===== src/rtl/imm_pkg.sv =====
// Shared types, tables and helpers for the immediate encoder and decoder.
// Candidate order runs from the narrowest field to the widest; shift 0 comes first.
package imm_pkg;

    typedef enum logic [1:0] {
        NB2  = 2'd0,
        NB4  = 2'd1,
        NB8  = 2'd2,
        NB12 = 2'd3
    } numBits_t;

    localparam logic [3:0] FIELD_WIDTH [4] = '{4'd2, 4'd4, 4'd8, 4'd12};

    localparam int NUM_CAND = 8;

    // Each entry is {numBits, immShift}.
    localparam logic [2:0] CAND_ORDER [NUM_CAND] = '{
        3'b00_0, 3'b00_1,
        3'b01_0, 3'b01_1,
        3'b10_0, 3'b10_1,
        3'b11_0, 3'b11_1
    };

    typedef enum logic [1:0] {
        IDLE   = 2'd0,
        SEARCH = 2'd1,
        DONE   = 2'd2
    } state_t;

    function automatic logic fits_signed(
        input logic signed [31:0] value,
        input int                 w
    );
        logic signed [31:0] lim;
        lim = 32'sd1 <<< (w - 1);
        return (value >= -lim) && (value <= lim - 32'sd1);
    endfunction

endpackage


===== src/rtl/imm_decode.sv =====
// Combinational immediate decoder: sign-extend the selected field width,
// then optionally shift left by one. Mirrors the datapath generator.
module imm_decode
    import imm_pkg::*;
#(
    parameter int DATA_W  = 16,
    parameter int FIELD_W = 12
) (
    input  logic        [FIELD_W-1:0] din,
    input  numBits_t                  numBits,
    input  logic                      immShift,
    output logic signed [DATA_W-1:0]  value
);

    logic signed [DATA_W-1:0] ext;

    always_comb begin
        ext = '0;
        unique case (numBits)
            NB2:  ext = DATA_W'(signed'(din[1:0]));
            NB4:  ext = DATA_W'(signed'(din[3:0]));
            NB8:  ext = DATA_W'(signed'(din[7:0]));
            NB12: ext = DATA_W'(signed'(din[11:0]));
        endcase
    end

    assign value = immShift ? (ext <<< 1) : ext;

endmodule


===== src/rtl/imm_encoder.sv =====
// Iterative immediate encoder: one candidate encoding is tried per clock.
// Define IMMENC_VERIFY_EN to add a decoder self-check and the err_mismatch port.
module imm_encoder
    import imm_pkg::*;
#(
    parameter int DATA_W  = 16,
    parameter int FIELD_W = 12
) (
    input  logic               CLK,
    input  logic               RST_N,
    input  logic               req_valid,
    output logic               req_ready,
    input  logic [DATA_W-1:0]  req_imm,
    output logic               rsp_valid,
    input  logic               rsp_ready,
    output logic [FIELD_W-1:0] rsp_din,
    output logic [1:0]         rsp_numbits,
    output logic               rsp_immshift,
    output logic               rsp_fail
`ifdef IMMENC_VERIFY_EN
    ,
    output logic               err_mismatch
`endif
);

    state_t state;
    state_t nextState;
    logic [2:0] idx;
    logic [2:0] nextIdx;
    logic accept;
    logic load;

    logic signed [DATA_W-1:0] immLatched;

    logic [FIELD_W-1:0] rspDin;
    numBits_t rspNb;
    logic rspShift;
    logic rspFail;

    logic [2:0] cand;
    numBits_t candNb;
    logic candShift;
    logic signed [DATA_W-1:0] shifted;
    logic candHit;
    logic [FIELD_W-1:0] candDin;

    assign cand      = CAND_ORDER[idx];
    assign candNb    = numBits_t'(cand[2:1]);
    assign candShift = cand[0];
    assign shifted   = candShift ? (immLatched >>> 1) : immLatched;

    // A shifted candidate only matches even values.
    assign candHit = (!candShift || !immLatched[0])
                   && fits_signed(32'(shifted), int'(FIELD_WIDTH[candNb]));

    always_comb begin
        candDin = '0;
        unique case (candNb)
            NB2:  candDin = FIELD_W'(shifted[1:0]);
            NB4:  candDin = FIELD_W'(shifted[3:0]);
            NB8:  candDin = FIELD_W'(shifted[7:0]);
            NB12: candDin = FIELD_W'(shifted[11:0]);
        endcase
    end

    always_comb begin
        nextState = state;
        nextIdx   = idx;
        accept    = 1'b0;
        load      = 1'b0;
        unique case (state)
            IDLE: begin
                if (req_valid) begin
                    nextState = SEARCH;
                    nextIdx   = '0;
                    accept    = 1'b1;
                end
            end
            SEARCH: begin
                if (candHit || idx == 3'(NUM_CAND - 1)) begin
                    nextState = DONE;
                    load      = 1'b1;
                end else begin
                    nextIdx = idx + 3'd1;
                end
            end
            DONE: begin
                if (rsp_ready) begin
                    nextState = IDLE;
                end
            end
            default: nextState = IDLE;
        endcase
    end

    always_ff @(posedge CLK or negedge RST_N) begin
        if (!RST_N) begin
            state <= IDLE;
            idx   <= '0;
        end else begin
            state <= nextState;
            idx   <= nextIdx;
        end
    end

    always_ff @(posedge CLK or negedge RST_N) begin
        if (!RST_N) begin
            immLatched <= '0;
            rspDin     <= '0;
            rspNb      <= NB2;
            rspShift   <= 1'b0;
            rspFail    <= 1'b0;
        end else begin
            if (accept) begin
                immLatched <= req_imm;
            end
            if (load) begin
                if (candHit) begin
                    rspDin   <= candDin;
                    rspNb    <= candNb;
                    rspShift <= candShift;
                    rspFail  <= 1'b0;
                end else begin
                    rspDin   <= '0;
                    rspNb    <= NB2;
                    rspShift <= 1'b0;
                    rspFail  <= 1'b1;
                end
            end
        end
    end

    assign req_ready    = (state == IDLE);
    assign rsp_valid    = (state == DONE);
    assign rsp_din      = rspDin;
    assign rsp_numbits  = rspNb;
    assign rsp_immshift = rspShift;
    assign rsp_fail     = rspFail;

`ifdef IMMENC_VERIFY_EN
    logic signed [DATA_W-1:0] decoded;
    logic errFlag;

    imm_decode #(
        .DATA_W (DATA_W),
        .FIELD_W(FIELD_W)
    ) u_check (
        .din     (rspDin),
        .numBits (rspNb),
        .immShift(rspShift),
        .value   (decoded)
    );

    // Sticky until reset so a single bad encoding is never lost.
    always_ff @(posedge CLK or negedge RST_N) begin
        if (!RST_N) begin
            errFlag <= 1'b0;
        end else if (state == DONE && !rspFail && decoded != immLatched) begin
            errFlag <= 1'b1;
        end
    end

    assign err_mismatch = errFlag;
`endif

endmodule


===== config.mk =====
export PLATFORM = sky130hd
export DESIGN_NAME = imm_encoder
export DESIGN_NICKNAME = d
export VERILOG_FILES = /design/src/rtl/imm_pkg.sv /design/src/rtl/imm_decode.sv /design/src/rtl/imm_encoder.sv
export SDC_FILE = /design/constraint.sdc
export NUM_CORES = 1
export LEC_CHECK = 0
export ABC_AREA = 1
export CAP_MARGIN = 10
export CORE_ASPECT_RATIO = 0.7
export CORE_MARGIN = 2
export CORE_UTILIZATION = 40
export DETAILED_ROUTE_END_ITERATION = 8
export HOLD_SLACK_MARGIN = 0.05
export PLACE_DENSITY = 0.62
export SYNTH_ARGS = -nofsm -noshare
export SYNTH_HDL_FRONTEND = slang
export SYNTH_SLANG_ARGS = --single-unit

===== constraint.sdc =====
create_clock -name CLK -period 3.9 [get_ports CLK]
set_clock_uncertainty 0.2 [all_clocks]
set_input_delay 0.39 -clock CLK [delete_from_list [all_inputs] [get_ports CLK]]
set_output_delay 0.39 -clock CLK [all_outputs]
set_load 0.01 [all_outputs]

* Word-level counts from Yosys, hierarchy flattened
Memory sizes are Yosys's and may differ from the RTL's.
Cells that the tools add are included.
** Operators by class
- $add $sub $neg :: 4
- Bitwise operators :: 2
- Multipliers :: 0
- Eq/ne operators :: 10
- Divide/modulo/power cells :: 0
- Magnitude comparators :: 4
- Shifts and indexed selects :: 1
- Mux-type cells :: 22
- Reduce and logical (&&, ||, !) cells :: 11
** Operators by type and width (count)
- case mux 12 bit (4 select lines) :: 1
- greater-or-equal comparator 16 x 32 -> 1 bit :: 1
- less-or-equal comparator 16 x 32 -> 1 bit :: 1
- negation 32 bit :: 1
- <<< shifter 2 x 32 -> 32 bit (first input constant) :: 1
- subtractor 32 x 2 -> 32 bit (second input constant) :: 1
- 2-to-1 mux 15 bit :: 1
- 2-to-1 mux 12 bit :: 1
- 2-to-1 mux 3 bit :: 4
- binary-select mux 4 bit (select 2 bit) :: 1
- 2-to-1 mux 2 bit :: 4
- 2-to-1 mux 4 bit :: 2
- == test 2 bit (second input constant) :: 3
- 2-to-1 mux 1 bit :: 6
- != test 2 bit (second input constant) :: 3
- case mux 2 bit (3 select lines) :: 1
- case mux 3 bit (2 select lines) :: 1
- AND reduction 3 bit :: 2
- subtractor 4 x 1 -> 5 bit (second input constant) :: 1
- == test 2 x 1 -> 1 bit (second input constant) :: 2
- greater-or-equal comparator 4 bit (second input constant) :: 1
- zero test 2 bit :: 2
- inverter 3 -> 4 bit :: 1
- adder 3 x 1 -> 3 bit (second input constant) :: 1
- 8 further kinds :: 11
** Word-level totals
- Word-level logic and storage cells :: 62
- ROM bits :: 24
- Bits of input ports :: 20
- Memory bits (writable) :: 0
- Bits in latches :: 0
- Memories kept :: 1
- Output and inout bits :: 18
- Register bits after elaboration :: 37
** Memory list
- (no name shown) :: depth 8, bits a word 3, rd ports 1, clocked after memory_dff 0, write ports 0, line imm_encoder.sv:47 : assign cand = CAND_ORDER[idx];

* Logic depth before layout (Yosys ltp)
- Word-level depth :: 17
- Gate-level depth with buffers :: 24
- Mapped depth without buffers :: 23

* Least setup slack after synthesis
Ideal clock, no wire load.
- Kind :: register -> register
- Start point :: register idx[2]
- End point :: register rspDin[11], in the netlist rsp_din[11]
- Arrival time :: 2.766 ns
- Cell stages (with the launch flop) :: 22
- Setup time :: 0.119 ns
- Buffers on the path :: 2
- Slack :: 0.816 ns
- Clock period less this slack :: 3.084 ns
- Required time :: 3.581 ns
- Cell sequence :: dfrtp_1 > clkbuf_1 > or2_2 > ha_1 > inv_1 > nor2_1 > inv_1 > ha_1 > nand2_1 > nor2_1 > nand3_1 > nor2_1 > nand3b_1 > nand2_1 > o21ai_1 > a21oi_2 > nand2_2 > nand2_2 > nand2_4 > buf_6 > nand2_1 > nand2_1
** On the way
- Longest elaborated chain between the ends :: 17
- Elaborated cells on any way between the ends :: 29
- Classes of those cells :: 3 x add/sub; 2 x order compare; 4 x eq/ne; 1 x shift; 10 x mux; 2 x bitwise; 6 x reduce/logical; 1 x memory
** Ends and longest elaborated chain
- start: declaration :: line imm_encoder.sv:28 : logic [2:0] idx;
- start signal: assignment :: line imm_encoder.sv:102 : idx <= nextIdx;
- inverter 3 -> 4 bit (implied by the code) :: line imm_encoder.sv:47
- memory (8 x 3 bit)
- 2-to-1 mux 3 bit (implied by the code) (2 in a row) :: line imm_encoder.sv:47
- inverter 2 -> 3 bit (implied by the code) :: line imm_encoder.sv:54 : && fits_signed(32'(shifted), int'(FIELD_WIDTH[candNb]));
- binary-select mux 4 bit (select 2 bit) :: line imm_encoder.sv:54
- 2-to-1 mux 4 bit (implied by the code) (2 in a row) :: line imm_encoder.sv:54
- subtractor 4 x 1 -> 5 bit :: line imm_pkg.sv:35 : lim = 32'sd1 <<< (w - 1);
- <<< shifter 2 x 32 -> 32 bit :: line imm_pkg.sv:35
- negation 32 bit or subtractor 32 x 2 -> 32 bit (tied branches) :: line imm_pkg.sv:36 : return (value >= -lim) && (value <= lim - 32'sd1);
- greater-or-equal comparator 16 x 32 -> 1 bit or less-or-equal comparator 16 x 32 -> 1 bit (tied branches) :: line imm_pkg.sv:36
- logical AND 1 bit :: line imm_pkg.sv:36
- logical AND 1 bit :: line imm_encoder.sv:54
- logical OR 1 bit :: line imm_encoder.sv:80 : if (candHit || idx == 3'(NUM_CAND - 1)) begin
- 2-to-1 mux 1 bit :: line imm_encoder.sv:80
- 2-to-1 mux 1 bit :: line imm_encoder.sv:71 : unique case (state)
- end signal: assignment :: line imm_encoder.sv:119 : rspDin <= candDin;
- end: declaration :: line imm_encoder.sv:35 : logic [FIELD_W-1:0] rspDin;
Parallel ways exist; a longest one is shown, timed or not. The select of a mux whose other input is x is not followed.
A chain may end at the register's enable or synchronous reset.

* Worst setup path in the final report
- Start point :: register idx[0]
- End point :: register idx[2]
** On the way
- Longest elaborated chain between the ends :: 17
- Elaborated cells on any way between the ends :: 26
- Classes of those cells :: 4 x add/sub; 2 x order compare; 2 x eq/ne; 1 x shift; 8 x mux; 2 x bitwise; 6 x reduce/logical; 1 x memory
** Ends and longest elaborated chain (line)
- inverter 3 -> 4 bit (implied by the code) :: imm_encoder.sv:47
- memory (8 x 3 bit)
- 2-to-1 mux 3 bit (implied by the code) (2 in a row) :: imm_encoder.sv:47
- inverter 2 -> 3 bit (implied by the code) :: imm_encoder.sv:54
- binary-select mux 4 bit (select 2 bit) :: imm_encoder.sv:54
- 2-to-1 mux 4 bit (implied by the code) (2 in a row) :: imm_encoder.sv:54
- subtractor 4 x 1 -> 5 bit :: imm_pkg.sv:35
- <<< shifter 2 x 32 -> 32 bit :: imm_pkg.sv:35
- negation 32 bit or subtractor 32 x 2 -> 32 bit (tied branches) :: imm_pkg.sv:36
- greater-or-equal comparator 16 x 32 -> 1 bit or less-or-equal comparator 16 x 32 -> 1 bit (tied branches) :: imm_pkg.sv:36
- logical AND 1 bit :: imm_pkg.sv:36
- logical AND 1 bit :: imm_encoder.sv:54
- logical OR 1 bit :: imm_encoder.sv:80
- != test 2 bit (no source line)
- AND reduction 3 bit (no source line)
Parallel ways exist; a longest one is shown, timed or not. The select of a mux whose other input is x is not followed.

==> results.cfg <==
[status]
status = completed

[drt]
wl_per_cell_um = 12.5
drtIter0Drc = 101
drc = 0
vias_per_cell = 4.80
drt_wl_total_um = 5600
dr.pass1.iters = 4
detail-route-antenna-nets = 0
routed-via-count = 2158

[timing]
final_hold_viol_count = 0
fin_ws_ns = 0.416
fin_tns_setup_ns = 0
setup_viol = 0
fmax_mhz = 287
holdWs_ns = 0.273
slew_headroom_pct = 40.8
rsz0062_at_grt = no
finalCritPeriodShare_pct = 89.3
maxSlewViolCount = 0
worst_pin_slew_ns = 0.886
fin_crit_ns = 3.48

[cts]
clk_pin_slew_ns = 0.08
insertion_delay_ns = 0.30
cts_resized = 0
cts_buffers = 5
h-tree-depth = 2
cts_max_path_buffers = 2
tritoncts = built
cts.sink_count = 37
cts-root-buf = clkbuf_8

[power_and_ir_drop]
leakagePower_nw = 1.63
p_per_area_mw_per_mm2 = 779
internal-power_mw = 1.28
p_clk_share_pct = 13.9
power_switching_mw = 1.15
combPwrFrac_pct = 59.5
power.total_mw = 2.43
swShare_pct = 47.2
ir_worst_vdd_mv = 0.277
seq_power_share_pct = 26.6

[finish]
final_util_pct = 50.1
syn2layout_area_growth_pct = 21.7
fillers = 605
layout-drive-gt1-share_pct = 7.80
diodes = 0
final_area_mm2 = 0.00311
nets = 426
fin_cells = 450

[run]
drv_cap = 0

[global_routing]
grt_pass1_vias = 2028
grt_usage_pct = 17.4
globalRoute.totalOverflow = 0
grt_max_degree = 38
antenna_found_initial = 0
grt_pass1_wl_um = 9650

[yosys]
synth_common_cells = nand2_1 (97), dfrtp_1 (37), ha_1 (35)
async_flop_share_pct = 100
yosysTopAreaCellShare_pct = 36.2
synth_top_area_cell = dfrtp_1
synthCells = 332
synth_edf_count = 0
synthTopCellsByArea = dfrtp_1 (36%), ha_1 (17%), nand2_1 (14%)
ys_types = 28
synth_warnings = 0
synth.avg_cell_area_um2 = 7.71
mappedNetlistArea_mm2 = 0.00256
ys.flop_type = dfrtp_1
yosysSeqAreaShare_pct = 36.2
synth-seq-cells = 37
synth_most_common_cell = nand2_1

[die]
fp-row-count = 24
die-area_mm2 = 0.00707
coreArea_mm2 = 0.00622
chipHeight_um = 70.9
initial_core_util_pct = 41.2
io_pins = 38
die_x_um = 99.6

[placed_design]
placed_area_mm2 = 0.00299
dp.final_hpwl_um = 4360
pre_cts_slack_ns = 0.518
numPortBuffers = 37
gp_congestion = 0.880
dp.cells = 441

[worst_setup_path]
ff2ff_setup_slack_ns = 0.42
path_class = reg2reg
path_max_fanout = 25
required_ns = 3.89
worst_setup_path_start_kind = flip-flop
cp.arrival_ns = 3.47
end_kind = flip-flop

[min_path]
hp-class = reg2reg
worst paths after layout:
| path | to | cells past startpoint | start |
|---|---|---|---|
| min | rsp_numbits[1]$_DFFE_PN0P_ | 2 | rsp_numbits[1]$_DFFE_PN0P_ |
| max | idx[2]$_DFFE_PN0P_ | 16 | idx[0]$_DFFE_PN0P_ |
| min in group asynchronous | rsp_din[4]$_DFFE_PN0P_ | 2 | RST_N |
| max reg2reg | idx[2]$_DFFE_PN0P_ | 16 | idx[0]$_DFFE_PN0P_ |
| min reg2reg | rsp_numbits[1]$_DFFE_PN0P_ | 2 | rsp_numbits[1]$_DFFE_PN0P_ |
| max in group asynchronous | state[0]$_DFFE_PN0P_ | 2 | RST_N |
flip-flops by register name, indices dropped and copies added, names as in the netlist:
register and flops:
state 2, rsp_fail 1, rsp_din 12, rsp_immshift 1, immLatched 16, idx 3
rsp_numbits 2
critical path, cell delays in order, from the launching register on:
cell,delay [ns]
dfrtp_1,0.79
inv_2,0.22
o21ai_0,0.53
ha_1,0.24
nand2_1,0.05
nor2_1,0.17
nand3_1,0.10
nor2_1,0.13
nand3b_1,0.09
nand2_1,0.06
o21ai_1,0.07
a21oi_2,0.15
nand2_2,0.09
nand3_1,0.16
nand2_1,0.15
nand2_1,0.11
nand2_1,0.05
power by group through the flow:
stage / Clock (mW) / Sequential, mW / Combinational, mW
after floorplan: 0 / 0.631 / 1.06
after CTS: 0.345 / 0.644 / 1.44
after detailed placement: 0 / 0.653 / 1.43
after global placement: 0 / 0.646 / 1.41
after global routing: 0.359 / 0.668 / 1.66
final: 0.337 / 0.645 / 1.44
cells by family (layout without fill, tap and decap cells):
group / count (synthesis) / in the layout / synth area share (%)
AO/OA/AOI/OAI: 37 / 37 / 7.58
adder cells (fa/ha/maj): 35 / 35 / 17.1
buffers and inverters: 47 / 84 / 7.33
flip-flops: 37 / 37 / 36.2
multiplexers: 10 / 10 / 4.35
other: 2 / 5 / 0.293
AND/OR/NAND/NOR: 164 / 164 / 27.2
layout by cell type (no fill, tap or decap), types with 2 or more instances in the layout:
cell and count:
mux2_2 9, nand3_1 17, dfrtp_1 37, nand2_1 97
nor3_1 3, inv_1 34, clkbuf_8 5, conb_1 5
inv_2 3, nor2_1 28, a21oi_1 19, o21ai_0 14
ha_1 35, nand2_2 3, nand4_1 9, or2_2 2
clkdlybuf4s50_1 36
area by class of cell:
cell class                 count  area [um2]  share of cell area (%)
clock inverter                 2        38.8                    1.25
sequential                    37         926                    29.7
inverter                      37         139                    4.46
timing repair buffer          39         383                    12.3
multi-input combinational    251        1460                    46.8
clock buffer                   6        72.6                    2.33
tap                           78        97.6                    3.13
repair_timing:
action | 4_1_cts | 5_1_grt
buffers inserted | 0 | 0
endpoints found under the hold margin | 37 | 0
hold buffers | 1 | 0
per-layer routing:
layer / routed length [um] / up-vias / GRT usage, % / part of all wire (%)
li1: - / 1145 / - / -
met1: 3160 / 961 / 26.3 / 56
met2: 2130 / 44 / 24.5 / 38
met3: 254 / 8 / 4.45 / 4.5
met4: 64 / 0 / 4.87 / 1.1
met5: 0 / - / 0 / 0
Note: power is estimated with default switching activity, not from simulation.
